<file path="src/rtl/expr_gen.sv">
// expr_gen: emits a captured "digit (op digit)*" expression as ASCII, one character per valid/ready transfer.
// Optional trailing '=' character is built when EXPR_GEN_EQ_EN is defined.
module expr_gen #(
    parameter int MAX_TERMS = 8
) (
    input  logic                     clk,
    input  logic                     clr,
    input  logic                     start,
    input  logic [3:0]               term_cnt,
    input  logic [4*MAX_TERMS-1:0]   digits,
    input  logic [MAX_TERMS-2:0]     ops,
    input  logic                     ready,
    output logic [7:0]               out,
    output logic                     valid,
    output logic                     busy,
    output logic                     done
);

    typedef enum logic [2:0] {
        ST_IDLE = 3'd0,
        ST_DIG  = 3'd1,
        ST_OP   = 3'd2,
`ifdef EXPR_GEN_EQ_EN
        ST_EQ   = 3'd4,
`endif
        ST_FIN  = 3'd3
    } state_t;

    localparam logic [3:0] MAX_N = 4'(MAX_TERMS);
`ifdef EXPR_GEN_EQ_EN
    localparam state_t LAST_NXT = ST_EQ;
`else
    localparam state_t LAST_NXT = ST_FIN;
`endif

    state_t                   state_r, state_nxt_s;
    logic [3:0]               k_r, k_nxt_s;
    logic [3:0]               n_r, n_cap_s;
    logic [4*MAX_TERMS-1:0]   digits_r, dig_src_s;
    logic [MAX_TERMS-2:0]     ops_r, op_src_s;
    logic [3:0]               dig_val_s;
    logic                     op_val_s;
    logic                     accept_s;
    logic [7:0]               out_r, out_nxt_s;
    logic                     valid_r, valid_nxt_s;
    logic                     busy_r, busy_nxt_s;
    logic                     done_r, done_nxt_s;

    function automatic logic [7:0] digit_char(input logic [3:0] d);
        if (d > 4'd9) begin
            digit_char = 8'h39;
        end else begin
            digit_char = 8'h30 + {4'h0, d};
        end
    endfunction

    function automatic logic [7:0] op_char(input logic o);
        op_char = o ? 8'h2A : 8'h2B;
    endfunction

    assign accept_s = valid_r & ready;
    assign n_cap_s  = (term_cnt > MAX_N) ? MAX_N : term_cnt;

    // State, term index and captured operands; capture only on a start seen in IDLE.
    always_ff @(posedge clk) begin
        if (clr) begin
            state_r  <= ST_IDLE;
            k_r      <= 4'd0;
            n_r      <= 4'd0;
            digits_r <= '0;
            ops_r    <= '0;
        end else begin
            state_r <= state_nxt_s;
            k_r     <= k_nxt_s;
            if (state_r == ST_IDLE && start) begin
                n_r      <= n_cap_s;
                digits_r <= digits;
                ops_r    <= ops;
            end else begin
                n_r      <= n_r;
                digits_r <= digits_r;
                ops_r    <= ops_r;
            end
        end
    end

    // Next-state and next term index.
    always_comb begin
        state_nxt_s = state_r;
        k_nxt_s     = k_r;
        case (state_r)
            ST_IDLE: begin
                if (start) begin
                    k_nxt_s     = 4'd0;
                    state_nxt_s = (n_cap_s == 4'd0) ? ST_FIN : ST_DIG;
                end else begin
                    state_nxt_s = ST_IDLE;
                end
            end
            ST_DIG: begin
                if (accept_s) begin
                    state_nxt_s = (k_r == n_r - 4'd1) ? LAST_NXT : ST_OP;
                end else begin
                    state_nxt_s = ST_DIG;
                end
            end
            ST_OP: begin
                if (accept_s) begin
                    k_nxt_s     = k_r + 4'd1;
                    state_nxt_s = ST_DIG;
                end else begin
                    state_nxt_s = ST_OP;
                end
            end
`ifdef EXPR_GEN_EQ_EN
            ST_EQ: begin
                if (accept_s) begin
                    state_nxt_s = ST_FIN;
                end else begin
                    state_nxt_s = ST_EQ;
                end
            end
`endif
            ST_FIN:  state_nxt_s = ST_IDLE;
            default: begin
                state_nxt_s = ST_IDLE;
                k_nxt_s     = 4'd0;
            end
        endcase
    end

    // Outputs for the coming cycle, decoded from the next state so they can be registered.
    // On the capture edge the operands come straight from the inputs.
    always_comb begin
        dig_src_s   = (state_r == ST_IDLE) ? digits : digits_r;
        op_src_s    = (state_r == ST_IDLE) ? ops : ops_r;
        dig_val_s   = 4'd0;
        op_val_s    = 1'b0;
        out_nxt_s   = 8'h00;
        valid_nxt_s = 1'b0;
        busy_nxt_s  = 1'b0;
        done_nxt_s  = 1'b0;
        for (int i = 0; i < MAX_TERMS; i++) begin
            dig_val_s = (k_nxt_s == 4'(i)) ? dig_src_s[4*i +: 4] : dig_val_s;
        end
        for (int i = 0; i < MAX_TERMS - 1; i++) begin
            op_val_s = (k_nxt_s == 4'(i)) ? op_src_s[i] : op_val_s;
        end
        case (state_nxt_s)
            ST_DIG: begin
                out_nxt_s   = digit_char(dig_val_s);
                valid_nxt_s = 1'b1;
                busy_nxt_s  = 1'b1;
            end
            ST_OP: begin
                out_nxt_s   = op_char(op_val_s);
                valid_nxt_s = 1'b1;
                busy_nxt_s  = 1'b1;
            end
`ifdef EXPR_GEN_EQ_EN
            ST_EQ: begin
                out_nxt_s   = 8'h3D;
                valid_nxt_s = 1'b1;
                busy_nxt_s  = 1'b1;
            end
`endif
            ST_FIN:  done_nxt_s = 1'b1;
            default: done_nxt_s = 1'b0;
        endcase
    end

    // Registered outputs.
    always_ff @(posedge clk) begin
        if (clr) begin
            out_r   <= 8'h00;
            valid_r <= 1'b0;
            busy_r  <= 1'b0;
            done_r  <= 1'b0;
        end else begin
            out_r   <= out_nxt_s;
            valid_r <= valid_nxt_s;
            busy_r  <= busy_nxt_s;
            done_r  <= done_nxt_s;
        end
    end

    assign out   = out_r;
    assign valid = valid_r;
    assign busy  = busy_r;
    assign done  = done_r;

endmodule

</file>
<file path="config.mk">
export PLATFORM = sky130hd
export DESIGN_NAME = expr_gen
export DESIGN_NICKNAME = d
export VERILOG_FILES = /design/src/rtl/expr_gen.sv
export SDC_FILE = /design/constraint.sdc
export NUM_CORES = 1
export LEC_CHECK = 0
export CAP_MARGIN = 15
export CORE_ASPECT_RATIO = 1.4
export CORE_MARGIN = 2
export CORE_UTILIZATION = 47
export DETAILED_ROUTE_END_ITERATION = 10
export PLACE_DENSITY = 0.84
export SETUP_SLACK_MARGIN = 0.1
export SYNTH_ARGS = -nofsm -noshare
export SYNTH_HDL_FRONTEND = slang
export SYNTH_SLANG_ARGS = --single-unit
</file>
<file path="constraint.sdc">
create_clock -name clk -period 2.3 [get_ports clk]
set_clock_uncertainty 0.2 [all_clocks]
set_input_delay 0.46 -clock clk [delete_from_list [all_inputs] [get_ports clk]]
set_output_delay 0.46 -clock clk [all_outputs]
set_load 0.05 [all_outputs]
</file>
==> flow_summary_export.csv <==
group,metric,value,unit
status,run_status,"complete, but fails checks",
status,failing_checks,"setup timing",
detailed_routing,routed_wl,11100,um
setup_path,critical_path.cell_chain,"dlygate4sd2_1 -> or4_4 -> nor2_4 -> a21oi_2 -> o22ai_2 -> ha_4 -> nor2_4 -> nand2_4 -> a311oi_2 -> a221o_1",
hold_path,worst_hold_path.endpoint,"digits_r[0]$_SDFFE_PP0P_",
setup_path,path_depth,10,
synthesis,synth_xor_xnor_area_share,2.55,%
synthesis,netlist.top_cell.by_area,"dfxtp_1",
setup_path,setup.worst_path.end_class,"flop",
synthesis,synth_adder_area_share,1.99,%
hold_path,worstHoldPathCells,2,
place,dpl-instance-area,4090,sq um
timing,whs,0.261,ns
setup_path,startpoint_type,"primary input",
synthesis,seq_total_area_yosys,35.7,%
setup_path,criticalPathCategory,"primary input to flop",
final_layout,post_route_cells_drive_above_1_share,31.6,%
global_routing,largest_net_degree_at_the_start_of_global_routing,41,
synthesis,synthFlopType,"dfxtp_1",
die,die_area,7360,sq um
run,drv_cap,0,
detailed_routing,drt_first_iter_violations,264,
die,ioPinCount,58,
setup_path,cp_data_required_time,2.36,ns
final_layout,num_antenna_cells,0,
die,floorplan.rows,35,
timing,setup_ws,-0.304,ns
place,gpl.final_weighted_congestion,0.908,
synthesis,synth.mux.area_fraction,10.3,%
clocking,cts_root_buffer,"clkbuf_8",
synthesis,area_fraction_in_compound_gates_after_synthesis,18.5,%
final_layout,nNetsFinal,563,
power,power_leakage,1.82,nW
setup_path,worst_path_largest_cell_delay,0.50,ns
power,max-vdd-ir-drop,332,uV
setup_path,timing.rr.end,"out[0]$_SDFF_PP0_",
die,core_region_area,6530,sq um
clocking,htree_levels,2,
synthesis,synth.avg_cell_area,7.77,sq um
global_routing,grt_first_pass_wirelength,15500,um
timing,fmax,384,MHz
final_layout,synthToLayoutAreaGrowth,50.7,%
global_routing,grt_pass1_vias,3315,
synthesis,synth_cell_types,59,
setup_path,timing.critical_path.buf_inv,1,
timing,maxSlewViolCount,0,
die,initial_util,48.1,%
die,die_y,101,um
clocking,clkSlewWorstSetupHoldPaths,0.10,ns
hold_path,worstHoldPathType,"flop to flop",
setup_path,path_max_fanout,4,
global_routing,globalRouteOverflowTotal,0,
timing,setup_tns,-0.933,ns
setup_path,worstPathArrival,2.66,ns
detailed_routing,antenna_left,0,
final_layout,postLayoutCellArea,4730,sq um
setup_path,path_delay_family,"simple AND/OR/NAND/NOR gates",
place,io_buffers,55,
timing,timing.final.setup_violations,4,
setup_path,r2r-start,"k_r[1]$_SDFF_PP0_",
clocking,clock_path_buffers,2,
clocking,tritoncts_clock_tree,"built",
setup_path,rrSetupSlack,-0.30,ns
global_routing,grt_usage,26.9,%
setup_path,worst-r2r-cell-count,9,
detailed_routing,viasPerCell,5.91,
synthesis,postSynth.asyncResetShare,0,%
timing,finalCriticalPeriod,2.60,ns
clocking,post_cts_hold_buffer_count,0,
die,dieWidth,73.1,um
timing,grt_setup_unrepaired,"true",
synthesis,main_combinational_cell_family_by_area_after_synthesis,"simple AND/OR/NAND/NOR gates",
detailed_routing,drc,0,
power,p_per_area,533,nW/um^2
hold_path,hold_path_startpoint,"digits_r[0]$_SDFFE_PP0P_",
setup_path,worst_path_max_delay_cell,"or4_4",
synthesis,synthSimpleGateAreaFrac,24.3,%
clocking,cts-buffers-inserted,5,
timing,slew-limit-headroom,65.2,%
clocking,cts.sinks,56,
synthesis,synth-edff-count,0,
synthesis,post_synth_instance_area,3140,sq um
timing,worst_slew_pin_slew,0.520,ns
synthesis,synthCells,404,
global_routing,number_of_antenna_violations_at_the_first_check_in_global_routing,0,
place,place_hpwl,6690,um
detailed_routing,drt-wirelength-per-cell,18.9,um
synthesis,ys_ff_latch,56,
synthesis,synth.area.top_cells,"dfxtp_1 36%, nand2_1 13%, a21oi_1 8.0%",
synthesis,ys_warn_count,0,
synthesis,yosys.area.top_type_share,35.7,%
clocking,worst_skew_pair.late_latency,0.31,ns
setup_path,critPathMostFrequentCell,"nor2_4",
timing,period_share,113,%
detailed_routing,dr_total_vias,3464,
timing,hold_viol_final,0,
detailed_routing,detailedRoute.firstPassIterationCount,4,
[synth_stat cells (3+ instances only)]
library cell	instances
a211oi_1	3
a21oi_1	50
a31oi_1	3
buf_2	4
buf_4	4
buf_6	3
clkbuf_1	23
dfxtp_1	56
ha_1	5
inv_1	7
mux2_2	4
mux2i_1	21
mux4_2	3
nand2_1	110
nand3_1	11
nand4_1	4
nor2_1	21
nor2b_1	3
nor3_1	6
nor3b_1	3
o211ai_1	3
o21ai_0	5
xnor2_1	6
[final cells by class]
class,count,area (sq um)
repair buffers,134,1200
well taps,74,92.6
clock buffers,7,86.3
fillers,456,1800
inverters,8,37.5
clock inverters,1,7.51
flip-flops and latches,56,1140
multi-input cells,306,2160
[worst min-delay path, stage by stage (launching register included)]
cell and delay [ns]:
dfxtp_1 0.32, nand2_1 0.05, a21oi_1 0.05
[where the power goes]
part,switching [mW],internal (mW),total (mW)
clock,0.335,0.246,0.581
sequential,0.0482,1.04,1.09
combinational,0.467,0.387,0.854
total,0.850,1.67,2.52
[worst max-delay path by stage]
| stage | endpoint | slack, ns | start |
|---|---|---|---|
| after detailed placement | out[0]$_SDFF_PP0_ | -0.86 | ready |
| final | out[0]$_SDFF_PP0_ | -0.30 | term_cnt[0] |
| after global placement | out[0]$_SDFF_PP0_ | -0.82 | ready |
| after global routing | out[0]$_SDFF_PP0_ | -0.39 | k_r[1]$_SDFF_PP0_ |
| after CTS | out[0]$_SDFF_PP0_ | -0.26 | n_r[0]$_SDFFE_PP0P_ |
| after floorplan | out[0]$_SDFF_PP0_ | -0.15 | term_cnt[2] |
[state kept, by name, summed over array words and instances (netlist names)]
signal    cells
digits_r     32
ops_r         7
out           5
k_r           4
n_r           4
state_r       2
busy          1
done          1
[cell families after synthesis]
| logic type | after synthesis |
|---|---|
| other cells | 1 |
| xor+xnor | 7 |
| fa+ha+maj | 5 |
| simple gates | 173 |
| flops | 56 |
| mux | 28 |
| compound gates | 91 |
| buf+inv | 43 |
[what timing repair did]
action                                  4_1_cts  5_1_grt
resized for setup                            59       60
setup buffers                                11       11
cloned                                        0        0
pin swaps                                    24       33
endpoints found under the setup margin       10        7
[per-layer routing]
layer	track usage (%)	wire length, um	part of all wire (%)	up-vias
met1	30.6	4070	37	1674
met4	11.5	480	4.3	0
met5	0	0	0	-
met2	49.5	6010	54	140
met3	2.70	497	4.5	39
li1	-	-	-	1611
[layout by cell type, fill, tap and decap left out, types with 4 or more instances in the layout]
master / Yosys / final
a21oi_2: 0 / 4
dfxtp_1: 56 / 49
dlygate4sd2_1: 0 / 5
nand4_1: 4 / 4
clkbuf_8: 0 / 6
nor2_1: 21 / 16
buf_6: 3 / 17
clkdlybuf4s50_1: 0 / 45
nand2_1: 110 / 103
a21oi_1: 50 / 46
nand3_1: 11 / 9
ha_4: 0 / 4
nor3_2: 0 / 4
dfxtp_4: 0 / 6
nand2_2: 0 / 5
buf_4: 4 / 61
mux2i_1: 21 / 21
[through the flow]
stage | setup slack [ns] | util, % | instances | power (mW)
2_1_floorplan | -0.146 | - | 405 | 1.50
3_3_place_gp | -0.823 | 62.7 | 560 | 1.77
3_5_place_dp | -0.863 | 62.7 | 560 | 1.78
4_1_cts | -0.259 | 67.5 | 576 | 2.39
5_1_grt | -0.388 | 72.5 | 586 | 2.62
6_report | -0.304 | 72.5 | 586 | 2.52
(Power assumes the default switching activity.)
